===== src/rtl/dmem_arbiter_pkg.sv =====
// ---------------------------------------------------------------------------
// dmem_arbiter_pkg
//   Shared definitions for the data-memory arbiter: default bus widths,
//   FSM state encoding and the "no write" code.
// ---------------------------------------------------------------------------
package dmem_arbiter_pkg;

  // Defaults track the core's data-memory geometry.
  localparam int AWIDTH_DEF = 12;
  localparam int XLEN_DEF   = 32;
  localparam int WEW_DEF    = 3;

  typedef enum logic [1:0] {
    ST_IDLE   = 2'd0,
    ST_ACCESS = 2'd1,
    ST_RESP   = 2'd2
  } state_t;

  // Write code meaning "read": ram only writes when the code is nonzero.
  localparam int unsigned WE_NONE = 0;

endpackage


===== src/rtl/dmem_arbiter_if.sv =====
// ---------------------------------------------------------------------------
// dmem_arbiter_if
//   One requester's port into the data-memory arbiter.
//     req    requester -> arbiter  access request, held until ack
//     addr   requester -> arbiter  word address
//     wdata  requester -> arbiter  write data
//     we     requester -> arbiter  write/size code, 0 = read
//     ack    arbiter -> requester  one-cycle completion pulse
//     rdata  arbiter -> requester  read data, valid only while ack=1
//   master: the requester side.  slave: the arbiter side.
// ---------------------------------------------------------------------------
interface dmem_arbiter_if
  import dmem_arbiter_pkg::*;
#(
  parameter int AWIDTH = AWIDTH_DEF,
  parameter int XLEN   = XLEN_DEF,
  parameter int WEW    = WEW_DEF
);

  logic              req;
  logic [AWIDTH-1:0] addr;
  logic [XLEN-1:0]   wdata;
  logic [WEW-1:0]    we;
  logic              ack;
  logic [XLEN-1:0]   rdata;

  modport master (output req, addr, wdata, we, input ack, rdata);
  modport slave  (input req, addr, wdata, we, output ack, rdata);

endinterface


===== src/rtl/dmem_arb_pick.sv =====
// ---------------------------------------------------------------------------
// dmem_arb_pick
//   Combinational two-way winner select.
//     req0, req1   pending requests
//     rr_ptr       requester favoured on a tie in round-robin mode
//     grant_id     winning requester (meaningful only with grant_valid)
//     grant_valid  at least one request is pending
//   FIXED_PRIO != 0 makes requester 0 win every tie.
// ---------------------------------------------------------------------------
module dmem_arb_pick #(
  parameter int FIXED_PRIO = 0
) (
  input  logic req0,
  input  logic req1,
  input  logic rr_ptr,
  output logic grant_id,
  output logic grant_valid
);

  always_comb begin
    // NOTE: every output gets a default before any branch so no latch is inferred.
    grant_valid = req0 | req1;
    grant_id    = 1'b0;
    if (req0 && req1) begin
      grant_id = (FIXED_PRIO != 0) ? 1'b0 : rr_ptr;
    end else if (req1) begin
      grant_id = 1'b1;
    end
  end

endmodule


===== src/rtl/dmem_arbiter.sv =====
// ---------------------------------------------------------------------------
// dmem_arbiter
//   Serialises two requesters (core load/store path on m0, debug/loader on
//   m1) onto the single synchronous-read data-memory port.
//   One access every three cycles: IDLE (capture) -> ACCESS (ram samples)
//   -> RESP (ack + read data).
//     clk, rst     clock, synchronous active-high reset
//     m0, m1       requester ports (slave side)
//     mem_addr     address to ram (retained outside ACCESS)
//     mem_wdata    write data to ram (retained outside ACCESS)
//     mem_we       write code to ram, nonzero only in ACCESS
//     mem_rdata    ram read data, valid the cycle after the address
//     busy         high whenever the FSM is not in IDLE
// ---------------------------------------------------------------------------
module dmem_arbiter
  import dmem_arbiter_pkg::*;
#(
  parameter int AWIDTH     = AWIDTH_DEF,
  parameter int XLEN       = XLEN_DEF,
  parameter int WEW        = WEW_DEF,
  parameter int FIXED_PRIO = 0
) (
  input  logic              clk,
  input  logic              rst,
  dmem_arbiter_if.slave     m0,
  dmem_arbiter_if.slave     m1,
  output logic [AWIDTH-1:0] mem_addr,
  output logic [XLEN-1:0]   mem_wdata,
  output logic [WEW-1:0]    mem_we,
  input  logic [XLEN-1:0]   mem_rdata,
  output logic              busy
);

  state_t state;
  logic   win_id;   // requester owning the in-flight access
  logic   rr_ptr;   // requester favoured on the next tie
  logic   ack0_q;
  logic   ack1_q;
  logic   grant_id;
  logic   grant_valid;

  dmem_arb_pick #(
    .FIXED_PRIO (FIXED_PRIO)
  ) u_pick (
    .req0        (m0.req),
    .req1        (m1.req),
    .rr_ptr      (rr_ptr),
    .grant_id    (grant_id),
    .grant_valid (grant_valid)
  );

  always_ff @(posedge clk) begin
    // NOTE: sequential state uses non-blocking assignments only, so every
    // register sees the pre-edge values of the others.
    if (rst) begin
      state     <= ST_IDLE;
      win_id    <= 1'b0;
      rr_ptr    <= 1'b0;
      ack0_q    <= 1'b0;
      ack1_q    <= 1'b0;
      busy      <= 1'b0;
      mem_addr  <= '0;
      mem_wdata <= '0;
      mem_we    <= WEW'(WE_NONE);
    end else begin
      case (state)
        ST_IDLE: begin
          if (grant_valid) begin
            win_id    <= grant_id;
            mem_addr  <= grant_id ? m1.addr  : m0.addr;
            mem_wdata <= grant_id ? m1.wdata : m0.wdata;
            mem_we    <= grant_id ? m1.we    : m0.we;
            busy      <= 1'b1;
            state     <= ST_ACCESS;
          end else begin
            mem_we <= WEW'(WE_NONE);
          end
        end

        ST_ACCESS: begin
          // ram samples at this edge; the write code must not linger into RESP.
          mem_we <= WEW'(WE_NONE);
          ack0_q <= ~win_id;
          ack1_q <= win_id;
          state  <= ST_RESP;
        end

        ST_RESP: begin
          ack0_q <= 1'b0;
          ack1_q <= 1'b0;
          rr_ptr <= ~win_id;
          busy   <= 1'b0;
          state  <= ST_IDLE;
        end

        default: begin
          // Unused encoding: recover quietly without touching ram.
          mem_we <= WEW'(WE_NONE);
          ack0_q <= 1'b0;
          ack1_q <= 1'b0;
          busy   <= 1'b0;
          state  <= ST_IDLE;
        end
      endcase
    end
  end

  // Acks are registered; ram's qout is only meaningful during RESP, so the
  // data path is gated by the winner's ack rather than registered again.
  assign m0.ack   = ack0_q;
  assign m1.ack   = ack1_q;
  assign m0.rdata = ack0_q ? mem_rdata : '0;
  assign m1.rdata = ack1_q ? mem_rdata : '0;

endmodule


===== src/flat_wrapper.sv =====
// flat-port wrapper written by rule: the top's interface ports become plain ports
module dmem_arbiter_flat import dmem_arbiter_pkg::*;
#(
  parameter int AWIDTH     = AWIDTH_DEF,
  parameter int XLEN       = XLEN_DEF,
  parameter int WEW        = WEW_DEF,
  parameter int FIXED_PRIO = 0
)
  (clk, rst, mem_addr, mem_wdata, mem_we, mem_rdata, busy, m0_req, m0_addr, m0_wdata, m0_we, m0_ack, m0_rdata, m1_req, m1_addr, m1_wdata, m1_we, m1_ack, m1_rdata);
  dmem_arbiter_if #(.AWIDTH(AWIDTH), .XLEN(XLEN), .WEW(WEW)) m0_i ();
  dmem_arbiter_if #(.AWIDTH(AWIDTH), .XLEN(XLEN), .WEW(WEW)) m1_i ();
  input  logic clk;
  input  logic rst;
  output logic [AWIDTH-1:0] mem_addr;
  output logic [XLEN-1:0] mem_wdata;
  output logic [WEW-1:0] mem_we;
  input  logic [XLEN-1:0] mem_rdata;
  output logic busy;
  input wire logic [$bits(m0_i.req)-1:0] m0_req;
  input wire logic [$bits(m0_i.addr)-1:0] m0_addr;
  input wire logic [$bits(m0_i.wdata)-1:0] m0_wdata;
  input wire logic [$bits(m0_i.we)-1:0] m0_we;
  output wire logic [$bits(m0_i.ack)-1:0] m0_ack;
  output wire logic [$bits(m0_i.rdata)-1:0] m0_rdata;
  input wire logic [$bits(m1_i.req)-1:0] m1_req;
  input wire logic [$bits(m1_i.addr)-1:0] m1_addr;
  input wire logic [$bits(m1_i.wdata)-1:0] m1_wdata;
  input wire logic [$bits(m1_i.we)-1:0] m1_we;
  output wire logic [$bits(m1_i.ack)-1:0] m1_ack;
  output wire logic [$bits(m1_i.rdata)-1:0] m1_rdata;
  assign m0_i.req = m0_req;
  assign m0_i.addr = m0_addr;
  assign m0_i.wdata = m0_wdata;
  assign m0_i.we = m0_we;
  assign m0_ack = m0_i.ack;
  assign m0_rdata = m0_i.rdata;
  assign m1_i.req = m1_req;
  assign m1_i.addr = m1_addr;
  assign m1_i.wdata = m1_wdata;
  assign m1_i.we = m1_we;
  assign m1_ack = m1_i.ack;
  assign m1_rdata = m1_i.rdata;
  dmem_arbiter #(.AWIDTH(AWIDTH), .XLEN(XLEN), .WEW(WEW), .FIXED_PRIO(FIXED_PRIO)) u_core (.clk(clk), .rst(rst), .m0(m0_i), .m1(m1_i), .mem_addr(mem_addr), .mem_wdata(mem_wdata), .mem_we(mem_we), .mem_rdata(mem_rdata), .busy(busy));
endmodule

===== config.mk =====
export PLATFORM = sky130hd
export DESIGN_NAME = dmem_arbiter_flat
export DESIGN_NICKNAME = d
export VERILOG_FILES = /design/src/rtl/dmem_arbiter_pkg.sv /design/src/rtl/dmem_arbiter_if.sv /design/src/rtl/dmem_arb_pick.sv /design/src/rtl/dmem_arbiter.sv /design/src/flat_wrapper.sv
export SDC_FILE = /design/constraint.sdc
export NUM_CORES = 1
export LEC_CHECK = 0
export ABC_AREA = 1
export BUFFER_PORTS_ARGS = -buffer_cell sky130_fd_sc_hd__buf_2
export CORE_MARGIN = 2
export CORE_UTILIZATION = 36
export DETAILED_ROUTE_END_ITERATION = 8
export PLACE_DENSITY = 0.8
export SLEW_MARGIN = 10
export SYNTH_ARGS = -nofsm -noshare
export SYNTH_HDL_FRONTEND = slang
export SYNTH_HIERARCHICAL = 1
export SYNTH_SLANG_ARGS = --single-unit

===== constraint.sdc =====
create_clock -name clk -period 2.4 [get_ports clk]
set_clock_uncertainty 0.05 [all_clocks]
set_input_delay 0.48 -clock clk [delete_from_list [all_inputs] [get_ports clk]]
set_output_delay 0.48 -clock clk [all_outputs]
set_load 0.1 [all_outputs]

-- After elaboration in Yosys (flattened, before gate mapping)
Index checks and enable logic that the tools add are counted.
- register bits after elaboration: 54
- latch bits: 0
- memory bits (writable): 0
- ROM bits: 0
- bits of input ports: 130
- output and inout bits: 114
- word-level logic and storage cells: 34
- memories: 0
- add/sub/neg operators: 0
- $mul: 0
- divide/modulo/power cells: 0
- $lt $le $gt $ge: 0
- eq/ne operators: 3
- shift-type cells: 0
- mux-type cells: 15
- bitwise gates (word level): 3
- reductions and logical operators: 4
- operator list (cell ; number):
    2-to-1 mux 32 bit ; 3
    2-to-1 mux 12 bit ; 1
    2-to-1 mux 3 bit ; 2
    case mux 1 bit (2 select lines) ; 3
    case mux 3 bit (2 select lines) ; 1
    case mux 2 bit (2 select lines) ; 1
    AND reduction 2 bit ; 2
    2-to-1 mux 1 bit ; 3
    equality test 2 x 1 -> 1 bit (second input constant) ; 1
    equality test 2 bit (second input constant) ; 1
    logical NOT 2 bit ; 1
    2-to-1 mux 2 bit ; 1
    != test 2 x 1 -> 1 bit (second input constant) ; 1
    NOT 1 bit ; 2
    logical AND 1 bit ; 1
    bitwise OR 1 bit ; 1

-- Depth between registers and ports, before layout
Gate-level depths: netlist of run 1.
- word-level depth: 5
- depth in mapped cells: 10
- depth with buffers taken out: 8

-- By module
Netlist of run 1, hierarchy kept.
- modules (own cells, without submodules) (module ; instances ; cells an instance ; area an instance (um^2)):
    dmem_arbiter ; 1 ; 609 ; 3290.7
    dmem_arb_pick ; 1 ; 5 ; 22.5

-- Worst setup path before layout of run 1
No wires, ideal clock.
- kind: register -> output
- from: reg u_core.ack0_q (netlist: u_core/m0.ack)
- to: out m0_rdata[10]
- data arrival time: 2.015 ns
- slack: -0.145 ns
- cell stages (with the launch flop): 5
- path buffers: 2
- cells stage by stage: dfxtp_1 > clkbuf_1 > buf_2 > nand2_1 > inv_1
- cells in the longest elaborated chain, start to end: 1
- RTL lines (what ; RTL line ; RTL):
    from (decl) ; dmem_arbiter.sv:37 ; logic ack0_q;
    from (signal assigned) ; dmem_arbiter.sv:83 ; ack0_q <= ~win_id;
    2-to-1 mux 32 bit ; dmem_arbiter.sv:112 ; assign m0.rdata = ack0_q ? mem_rdata : '0;
    to (decl) ; flat_wrapper.sv:24 ; output wire logic [$bits(m0_i.rdata)-1:0] m0_rdata;
No other way between the ends.

-- Worst setup path after layout of run 1
- from: reg u_core.ack0_q (netlist: u_core/m0.ack)
- to: out m0_rdata[26]
The elaborated chain is that of the path after synthesis.

==> summary.log, run 1 <==
qor: outcome.run_status complete, no violations
qor: worst_setup_path.startpoint_type flip-flop
qor: cells_and_area.fraction_of_layout_instances_using_a_drive_strength_above_1 31.5%
qor: logic_synthesis.synth_top_area_share 34.9%
qor: cells_and_area.layout.cell_area.non_filler 4670 um2
qor: placed_design.place.detailed.hpwl 7310 um
qor: worst_setup_path.critPathMaxFanout 34
qor: worst_setup_path.crit_cells 3
qor: global_route.grt_use_total 17.3%
qor: worst_setup_path.timing.critical_path.buf_inv 2
qor: global_route.grt_max_degree 43
qor: placed_design.placedInstanceArea 4590 um2
qor: floorplan.die_w 99.9 um
qor: worst_setup_path.critical-path-slowest-cell sky130_fd_sc_hd__dfxtp_2
qor: logic_synthesis.fraction_of_the_yosys_area_taken_by_sequential_cells 32.6%
qor: global_route.global_route_wire_length_before_repair 14300 um
qor: logic_synthesis.total_nets_after_synthesis 744
qor: logic_synthesis.ys_seq_elements 54
qor: worst_setup_path.rrSetupSlack 1.04 ns
qor: logic_synthesis.syn_area_per_cell 5.40 um2
qor: power_and_ir_drop.total_leakage_power 3.40 nW
qor: clock_tree.cts_made_buffers 5
qor: power_and_ir_drop.power_per_cell_area 688 nW/um2
qor: logic_synthesis.synth_top_area_cell sky130_fd_sc_hd__nand2_1
qor: worst_setup_path.setup.worst_path.start u_core/m0.ack
qor: sta.timing_hold_violations_final 0
qor: worst_setup_path.regToRegStartpoint u_core/state[0]
qor: sta.max-slew-margin-rel 60.5%
qor: worst_setup_path.crit_type reg -> out
qor: detailed_routing.ant_nets 0
qor: worst_setup_path.critical_path.top_delay_family flip-flops
qor: worst_setup_path.worstSetupEndpointType primary output
qor: worst_setup_path.endpoint m0_rdata[26]
qor: global_route.grt_antenna_before_repair 0
qor: detailed_routing.post-route-drc-count 0
qor: detailed_routing.route.final.wire_length 9310 um
qor: detailed_routing.route.vias.total 3947
qor: logic_synthesis.syn-instance-count 614
qor: cells_and_area.final_nets 969
qor: sta.fin_tns_setup 0 ns
qor: cells_and_area.antenna-diode-count 0
qor: clock_tree.root_buffer sky130_fd_sc_hd__clkbuf_8
qor: clock_tree.cts.repair_timing.setup_buffer_count 0
qor: placed_design.count_of_input_and_output_buffers 243
qor: clock_tree.clockBufferDepth 2
qor: sta.grt_setup_unrepaired false
qor: detailed_routing.drt-pass1-iter-count 4
qor: worst_setup_path.r2r.worst_path.cells 6
qor: global_route.grt_overflow 0
qor: min_path.hp-class in -> reg
qor: clock_tree.htreeDepth 2
qor: detailed_routing.drt-wirelength-per-cell 9.79 um
qor: worst_setup_path.cp_cell_sequence nand2_1, inv_1, buf_2
qor: clock_tree.clk_pin_slew_worst_paths 0.09 ns
qor: sta.fmaxAchievable 0.461 GHz
qor: cells_and_area.filler_cell_count 985
qor: detailed_routing.vias_per_cell 4.15
qor: cells_and_area.areaGrowthSynthToFinish 40.8%
qor: sta.finalSetupViolations 0
qor: logic_synthesis.netlist_area 3310 um2
qor: worst_setup_path.critical_path_max_stage_delay 0.72 ns
qor: worst_setup_path.worst_ep_arrival_time 1.64 ns
qor: clock_tree.cts.sinks 54
qor: logic_synthesis.post_synth_num_cell_types 17
qor: power_and_ir_drop.vdd_drop_max 0.000303 V
qor: cells_and_area.final_cell_mix 307 x sky130_fd_sc_hd__nand2_1, 243 x sky130_fd_sc_hd__buf_2, 111 x sky130_fd_sc_hd__inv_1, 92 x sky130_fd_sc_hd__nor2_1, 52 x sky130_fd_sc_hd__dfxtp_1
qor: detailed_routing.detail_route.iter0.violations 56
qor: floorplan.total_number_of_placement_rows 35
qor: job.maxCapViolations 0
qor: floorplan.fp.coreArea 9060 um2
qor: sta.slew_violations 0
qor: placed_design.gp_congestion 0.721
qor: cells_and_area.final_common_cell sky130_fd_sc_hd__nand2_1
qor: logic_synthesis.post_synth_main_area_contributors sky130_fd_sc_hd__nand2_1 35%, sky130_fd_sc_hd__dfxtp_1 33%, sky130_fd_sc_hd__inv_1 13%
qor: cells_and_area.final-seq-area 1080 um2
qor: clock_tree.clk_latency 0.29 ns
qor: sta.finalWorstPathRequiredPeriod 2.17 ns
qor: global_route.grt_pass1_vias 3330
qor: cells_and_area.multiInputGateArea 1610 um2
qor: clock_tree.cts_tree built
qor: clock_tree.postCtsResizedCells 0
qor: floorplan.initial_utilization 36.5%
qor: worst_setup_path.timing.rr.end u_core/mem_wdata[18]
qor: worst_setup_path.worst_ep_required_time 1.87 ns
qor: sta.timing_worst_slew_pin_value 0.593 ns
qor: clock_tree.post_cts_hold_buffer_count 0
qor: floorplan.die_y 99.9 um
qor: sta.fin_crit_sh 90.3%
qor: logic_synthesis.synth_warnings 6
qor: floorplan.die_area 9990 um2
qor: floorplan.pin_count 244
## cells in the mapped netlist
master,instances
sky130_fd_sc_hd__buf_4,7
sky130_fd_sc_hd__nand3_1,7
sky130_fd_sc_hd__inv_1,111
sky130_fd_sc_hd__nor3_1,1
sky130_fd_sc_hd__buf_2,15
sky130_fd_sc_hd__dfxtp_1,54
sky130_fd_sc_hd__nand2_1,308
sky130_fd_sc_hd__clkbuf_1,5
sky130_fd_sc_hd__nand2_4,1
sky130_fd_sc_hd__nor2_8,1
sky130_fd_sc_hd__nor2_4,1
sky130_fd_sc_hd__o21ai_0,1
sky130_fd_sc_hd__buf_6,5
sky130_fd_sc_hd__a21oi_1,2
sky130_fd_sc_hd__or2_1,1
sky130_fd_sc_hd__nor2_1,92
sky130_fd_sc_hd__inv_2,2
## power breakdown
group | internal (W) | switching (W)
clock | 0.000201 | 0.000279
sequential | 0.000996 | 0.0000624
combinational | 0.000323 | 0.00135
total | 0.00152 | 0.00169
## how the worst min path moves through the flow
stage	start	end	cells past startpoint
2_1_floorplan	u_core/win_id	u_core/m1.ack	2
3_3_place_gp	u_core/busy	u_core/busy	2
3_5_place_dp	u_core/win_id	u_core/m1.ack	2
4_1_cts	rst	u_core/busy	2
5_1_grt	rst	u_core/busy	2
6_report	rst	u_core/busy	2
## through the flow
step	util [%]	cells	hold slack (ns)	power, W	setup WS (ns)
after global routing	51.5	950	0.398	0.00339	0.122
after CTS	51.5	950	0.388	0.00325	0.218
after global placement	50.6	943	0.401	0.00275	0.593
after floorplan	-	614	0.380	0.00245	0.159
final	51.5	950	0.406	0.00321	0.232
after detailed placement	50.6	943	0.405	0.00276	0.547
## per-layer routing
layer	GRT usage, %	up-vias	wire length, um
li1	-	2163	-
met1	17.8	1628	3670
met2	34.7	140	4750
met3	3.41	16	709
met4	5.27	0	176
met5	0	-	0
## flip-flops by register name (all words and copies together), names as in the netlist
signal	flops
u_core/m0.ack	1
u_core/busy	1
u_core/mem_we	3
u_core/win_id	1
u_core/rr_ptr	1
u_core/state	2
u_core/mem_addr	12
u_core/mem_wdata	32
u_core/m1.ack	1
## worst register-to-register path, cell delays in order (launching register included)
cell and delay (ns):
sky130_fd_sc_hd__dfxtp_1 0.37, sky130_fd_sc_hd__nor2_4 0.18, sky130_fd_sc_hd__nand2_4 0.23, sky130_fd_sc_hd__buf_12 0.26
sky130_fd_sc_hd__nand2_1 0.07, sky130_fd_sc_hd__nand2_1 0.04, sky130_fd_sc_hd__nor2_1 0.11
## final cells by class
class | count | share of cell area (%)
multi-input cells | 415 | 34.5
repair buffers | 250 | 28.5
flip-flops and latches | 54 | 23.2
inverters | 113 | 9.09
well taps | 111 | 2.98
clock buffers | 6 | 1.56
clock inverters | 1 | 0.161
## kinds of logic after synthesis
logic type / Yosys count / synth area share (%)
buffers and inverters: 145 / 18.9
AOI/OAI and AO/OA: 3 / 0.453
and+or+nand+nor: 412 / 48.0
DFF: 54 / 32.6
(Power assumes the default switching activity.)
==> run 2: changes to the inputs <==
--- a/config.mk
+++ b/config.mk
@@ -5,12 +5,11 @@
 export SDC_FILE = /design/constraint.sdc
 export NUM_CORES = 1
 export LEC_CHECK = 0
-export ABC_AREA = 1
 export BUFFER_PORTS_ARGS = -buffer_cell sky130_fd_sc_hd__buf_2
-export CORE_MARGIN = 2
-export CORE_UTILIZATION = 36
+export CORE_AREA = 2 2 95 97
 export DETAILED_ROUTE_END_ITERATION = 8
-export PLACE_DENSITY = 0.8
+export DIE_AREA = 0 0 97 99
+export PLACE_DENSITY = 0.78
 export SLEW_MARGIN = 10
 export SYNTH_ARGS = -nofsm -noshare
 export SYNTH_HDL_FRONTEND = slang
==> constraint.sdc (replaced) <==
create_clock -name clk -period 2.4 [get_ports clk]
set_clock_uncertainty 0.05 [all_clocks]
set_input_delay 0.24 -clock clk [delete_from_list [all_inputs] [get_ports clk]]
set_output_delay 0.24 -clock clk [all_outputs]
set_load 0.1 [all_outputs]
==> run 2 against run 1 <==
Compared with the run above: clock power is 8.7% higher; cell count is 32% lower; total power decreased by 8.8%; critical path depth fell by 1; synthesized cell count down 50%; largest power group unchanged.
==> summary.log, run 2 <==
qor: outcome.run_status complete, no violations
qor: detailed_routing.ant_nets 0 [unchanged]
qor: clock_tree.clk_latency 0.29 ns [about the same]
qor: clock_tree.post_cts_hold_buffer_count 0 [unchanged]
qor: logic_synthesis.post_synth_main_area_contributors sky130_fd_sc_hd__dfxtp_1 38%, sky130_fd_sc_hd__mux2i_1 17%, sky130_fd_sc_hd__and2_1 14%
qor: sta.fmaxAchievable 0.483 GHz [+4.7%]
qor: detailed_routing.drt-pass1-iter-count 4 [unchanged]
qor: logic_synthesis.syn-instance-count 306 [-50%]
qor: worst_setup_path.startpoint_type flip-flop
qor: worst_setup_path.critical-path-slowest-cell sky130_fd_sc_hd__dfxtp_1
qor: cells_and_area.largest_register_ffs 32 [unchanged]
qor: global_route.grt_antenna_before_repair 1 [+1]
qor: cells_and_area.biggestRegsByFlops u_core/mem_wdata: 32 flops, u_core/mem_addr: 12 flops, u_core/mem_we: 3 flops
qor: logic_synthesis.fraction_of_the_yosys_area_taken_by_sequential_cells 38.3% [+5.7 points]
qor: sta.finalWorstPathRequiredPeriod 2.07 ns [-0.0979 ns]
qor: logic_synthesis.synth_top_area_cell sky130_fd_sc_hd__dfxtp_1
qor: global_route.grt_overflow 0 [unchanged]
qor: logic_synthesis.total_nets_after_synthesis 436 [-41%]
qor: logic_synthesis.ys_seq_elements 54 [unchanged]
qor: sta.timing_hold_violations_final 0 [unchanged]
qor: clock_tree.root_buffer sky130_fd_sc_hd__clkbuf_8
qor: logic_synthesis.yosys_most_used_dff sky130_fd_sc_hd__dfxtp_1
qor: logic_synthesis.netlist_area 2820 um2 [-15%]
qor: floorplan.total_number_of_placement_rows 34 [-2.9%]
qor: cells_and_area.final_nets 664 [-31%]
qor: logic_synthesis.synth_edf_count 0 [unchanged]
qor: logic_synthesis.synth_warnings 6 [unchanged]
qor: worst_setup_path.crit_type reg -> out
qor: sta.finalSetupViolations 0 [unchanged]
qor: cells_and_area.fraction_of_layout_instances_using_a_drive_strength_above_1 48.4% [+17 points]
qor: cells_and_area.areaGrowthSynthToFinish 48.9%
qor: clock_tree.cts_made_buffers 5 [unchanged]
qor: clock_tree.postCtsResizedCells 0 [unchanged]
qor: detailed_routing.vias_per_cell 4.71 [+13%]
qor: global_route.grt_pass1_vias 2886 [-13%]
qor: worst_setup_path.worst_ep_arrival_time 1.78 ns [+0.14 ns]
qor: sta.max-slew-margin-rel 50.5% [-10 points]
qor: sta.grt_setup_unrepaired false
qor: detailed_routing.drt-wirelength-per-cell 13.6 um [+39%]
qor: global_route.grt_use_total 17.3% [-0.030 points]
qor: detailed_routing.post-route-drc-count 0 [unchanged]
qor: floorplan.die_y 99 um [-0.94%]
qor: clock_tree.cts.sinks 54 [unchanged]
qor: clock_tree.cts.repair_timing.setup_buffer_count 0 [unchanged]
qor: worst_setup_path.critPathMaxFanout 34 [unchanged]
qor: clock_tree.cts_tree built
qor: clock_tree.htreeDepth 2 [unchanged]
qor: job.maxCapViolations 0 [unchanged]
qor: detailed_routing.route.vias.total 3036 [-23%]
qor: cells_and_area.final_common_cell sky130_fd_sc_hd__buf_2
qor: logic_synthesis.postSynth.asyncResetShare 0% [unchanged]
qor: placed_design.count_of_input_and_output_buffers 243 [unchanged]
qor: clock_tree.clk_pin_slew_worst_paths 0.10 ns [about the same]
qor: global_route.grt_max_degree 49 [+14%]
qor: placed_design.dp_worst_setup_slack 0.639 ns [+0.0914 ns]
qor: sta.final_critical_path_setup_slack 0.330 ns [+0.0979 ns]
qor: sta.fin_crit_sh 86.2% [-4.1 points]
qor: power_and_ir_drop.vdd_drop_max 0.000300 V [-1.0%]
qor: floorplan.initial_utilization 33.0% [-3.5 points]
qor: placed_design.place.detailed.hpwl 7020 um [-4.0%]
qor: sta.timing_worst_slew_pin_value 0.741 ns [+0.148 ns]
qor: global_route.global_route_wire_length_before_repair 13700 um [-4.5%]
qor: sta.slew_violations 0 [unchanged]
qor: cells_and_area.largest_register u_core/mem_wdata
qor: floorplan.fp.coreArea 8550 um2 [-5.7%]
qor: power_and_ir_drop.power_per_cell_area 697 nW/um2 [+1.2%]
qor: logic_synthesis.synth_common_cells 65 x sky130_fd_sc_hd__and2_1, 54 x sky130_fd_sc_hd__dfxtp_1, 49 x sky130_fd_sc_hd__mux2i_1
qor: logic_synthesis.post_synth_num_cell_types 22 [+5]
qor: logic_synthesis.synthMostInstantiatedCell sky130_fd_sc_hd__and2_1
qor: detailed_routing.route.final.wire_length 8750 um [-5.9%]
qor: sta.fin_tns_setup 0 ns [unchanged]
qor: min_path.hp-class in -> reg
qor: floorplan.die_area 9600 um2 [-3.8%]
qor: cells_and_area.filler_cell_count 823 [-16%]
qor: worst_setup_path.worst_ep_required_time 2.11 ns [+0.24 ns]
qor: cells_and_area.final_cell_mix 243 x sky130_fd_sc_hd__buf_2, 65 x sky130_fd_sc_hd__and2_1, 54 x sky130_fd_sc_hd__dfxtp_1, 49 x sky130_fd_sc_hd__mux2i_1, 47 x sky130_fd_sc_hd__inv_1
qor: worst_setup_path.worstSetupEndpointType primary output
qor: clock_tree.clockBufferDepth 2 [unchanged]
qor: worst_setup_path.cp_cell_sequence and2_1, buf_2
qor: floorplan.pin_count 244 [unchanged]
qor: logic_synthesis.synth_top_area_share 38.3% [+3.4 points]
qor: logic_synthesis.syn_area_per_cell 9.23 um2 [+71%]
qor: power_and_ir_drop.total_leakage_power 2.21 nW [-35%]
qor: worst_setup_path.critical_path_max_stage_delay 0.81 ns [+0.09 ns]
qor: floorplan.die_w 97 um [-2.9%]
qor: placed_design.gp_congestion 1.05 [+46%]
qor: detailed_routing.detail_route.iter0.violations 76 [+36%]
-- run 2: cell types whose count changed after synthesis, sizes merged, moves of 44 or more --
cell	previous run	this run
nor2	94	2
nand2	309	0
inv	113	47
and2	0	65
o32ai	0	44
mux2i	0	49
-- run 2: cell type report --
class	instances	area, um2	share of cell area [%]
Clock inverter	1	5.00	0.119
Sequential cell	54	1080	25.7
Timing Repair Buffer	249	1270	30.3
Antenna cell	1	2.50	0.0595
Inverter	47	176	4.20
Multi-Input combinational cell	177	1440	34.3
Clock buffer	7	86.3	2.05
Tap cell	108	135	3.21
-- run 2: logic make-up (layout without fill, tap and decap cells) --
family	count (synthesis)	after routing	synth area share [%]
DFF	54	54	38.3
other	0	1	0
buffers and inverters	75	304	11.2
muxes	49	49	17.4
AOI/OAI and AO/OA	51	51	15.7
and+or+nand+nor	77	77	17.5
-- run 2: through the flow --
step           hold WS, ns  utilization [%]  area, um2  total power [W]  cells
2_1_floorplan        0.360                -       2820          0.00216    306
4_1_cts              0.129             49.1       4200          0.00296    643
3_5_place_dp         0.396             48.1       4110          0.00244    635
5_1_grt              0.136             49.2       4200          0.00304    644
3_3_place_gp         0.393             48.1       4110          0.00242    635
6_report             0.138             49.2       4200          0.00293    644
-- run 2: path summary, 6_finish.rpt --
check | from | to | cells after the start | slack (ns)
worst max register to register | u_core/state[0] | u_core/mem_wdata[20] | 2 | 0.77
worst min-delay path | m0_wdata[3] | u_core/mem_wdata[3] | 3 | 0.14
worst max-delay path | u_core/m1.ack | m1_rdata[21] | 2 | 0.33
worst min register to register | u_core/rr_ptr | u_core/rr_ptr | 2 | 0.41
-- run 2: worst max-delay path, delay by kind of cell (launching register included) --
kind | cells | cell delay (ns)
DFF | 1 | 0.81
buffers and inverters | 1 | 0.43
and+or+nand+nor | 1 | 0.24
-- run 2: per-layer routing --
metal	up-vias	wire length (um)	track usage, %
li1	1511	-	-
met1	1357	3200	18.3
met2	150	4640	33.6
met3	18	667	3.26
met4	0	247	6.61
met5	-	0	0
-- run 2: power breakdown --
part	leakage [nW]	switching, W	internal, W
registers	0.445	0.0000486	0.000981
logic	1.72	0.00109	0.000284
clock network	0.0482	0.000288	0.000234
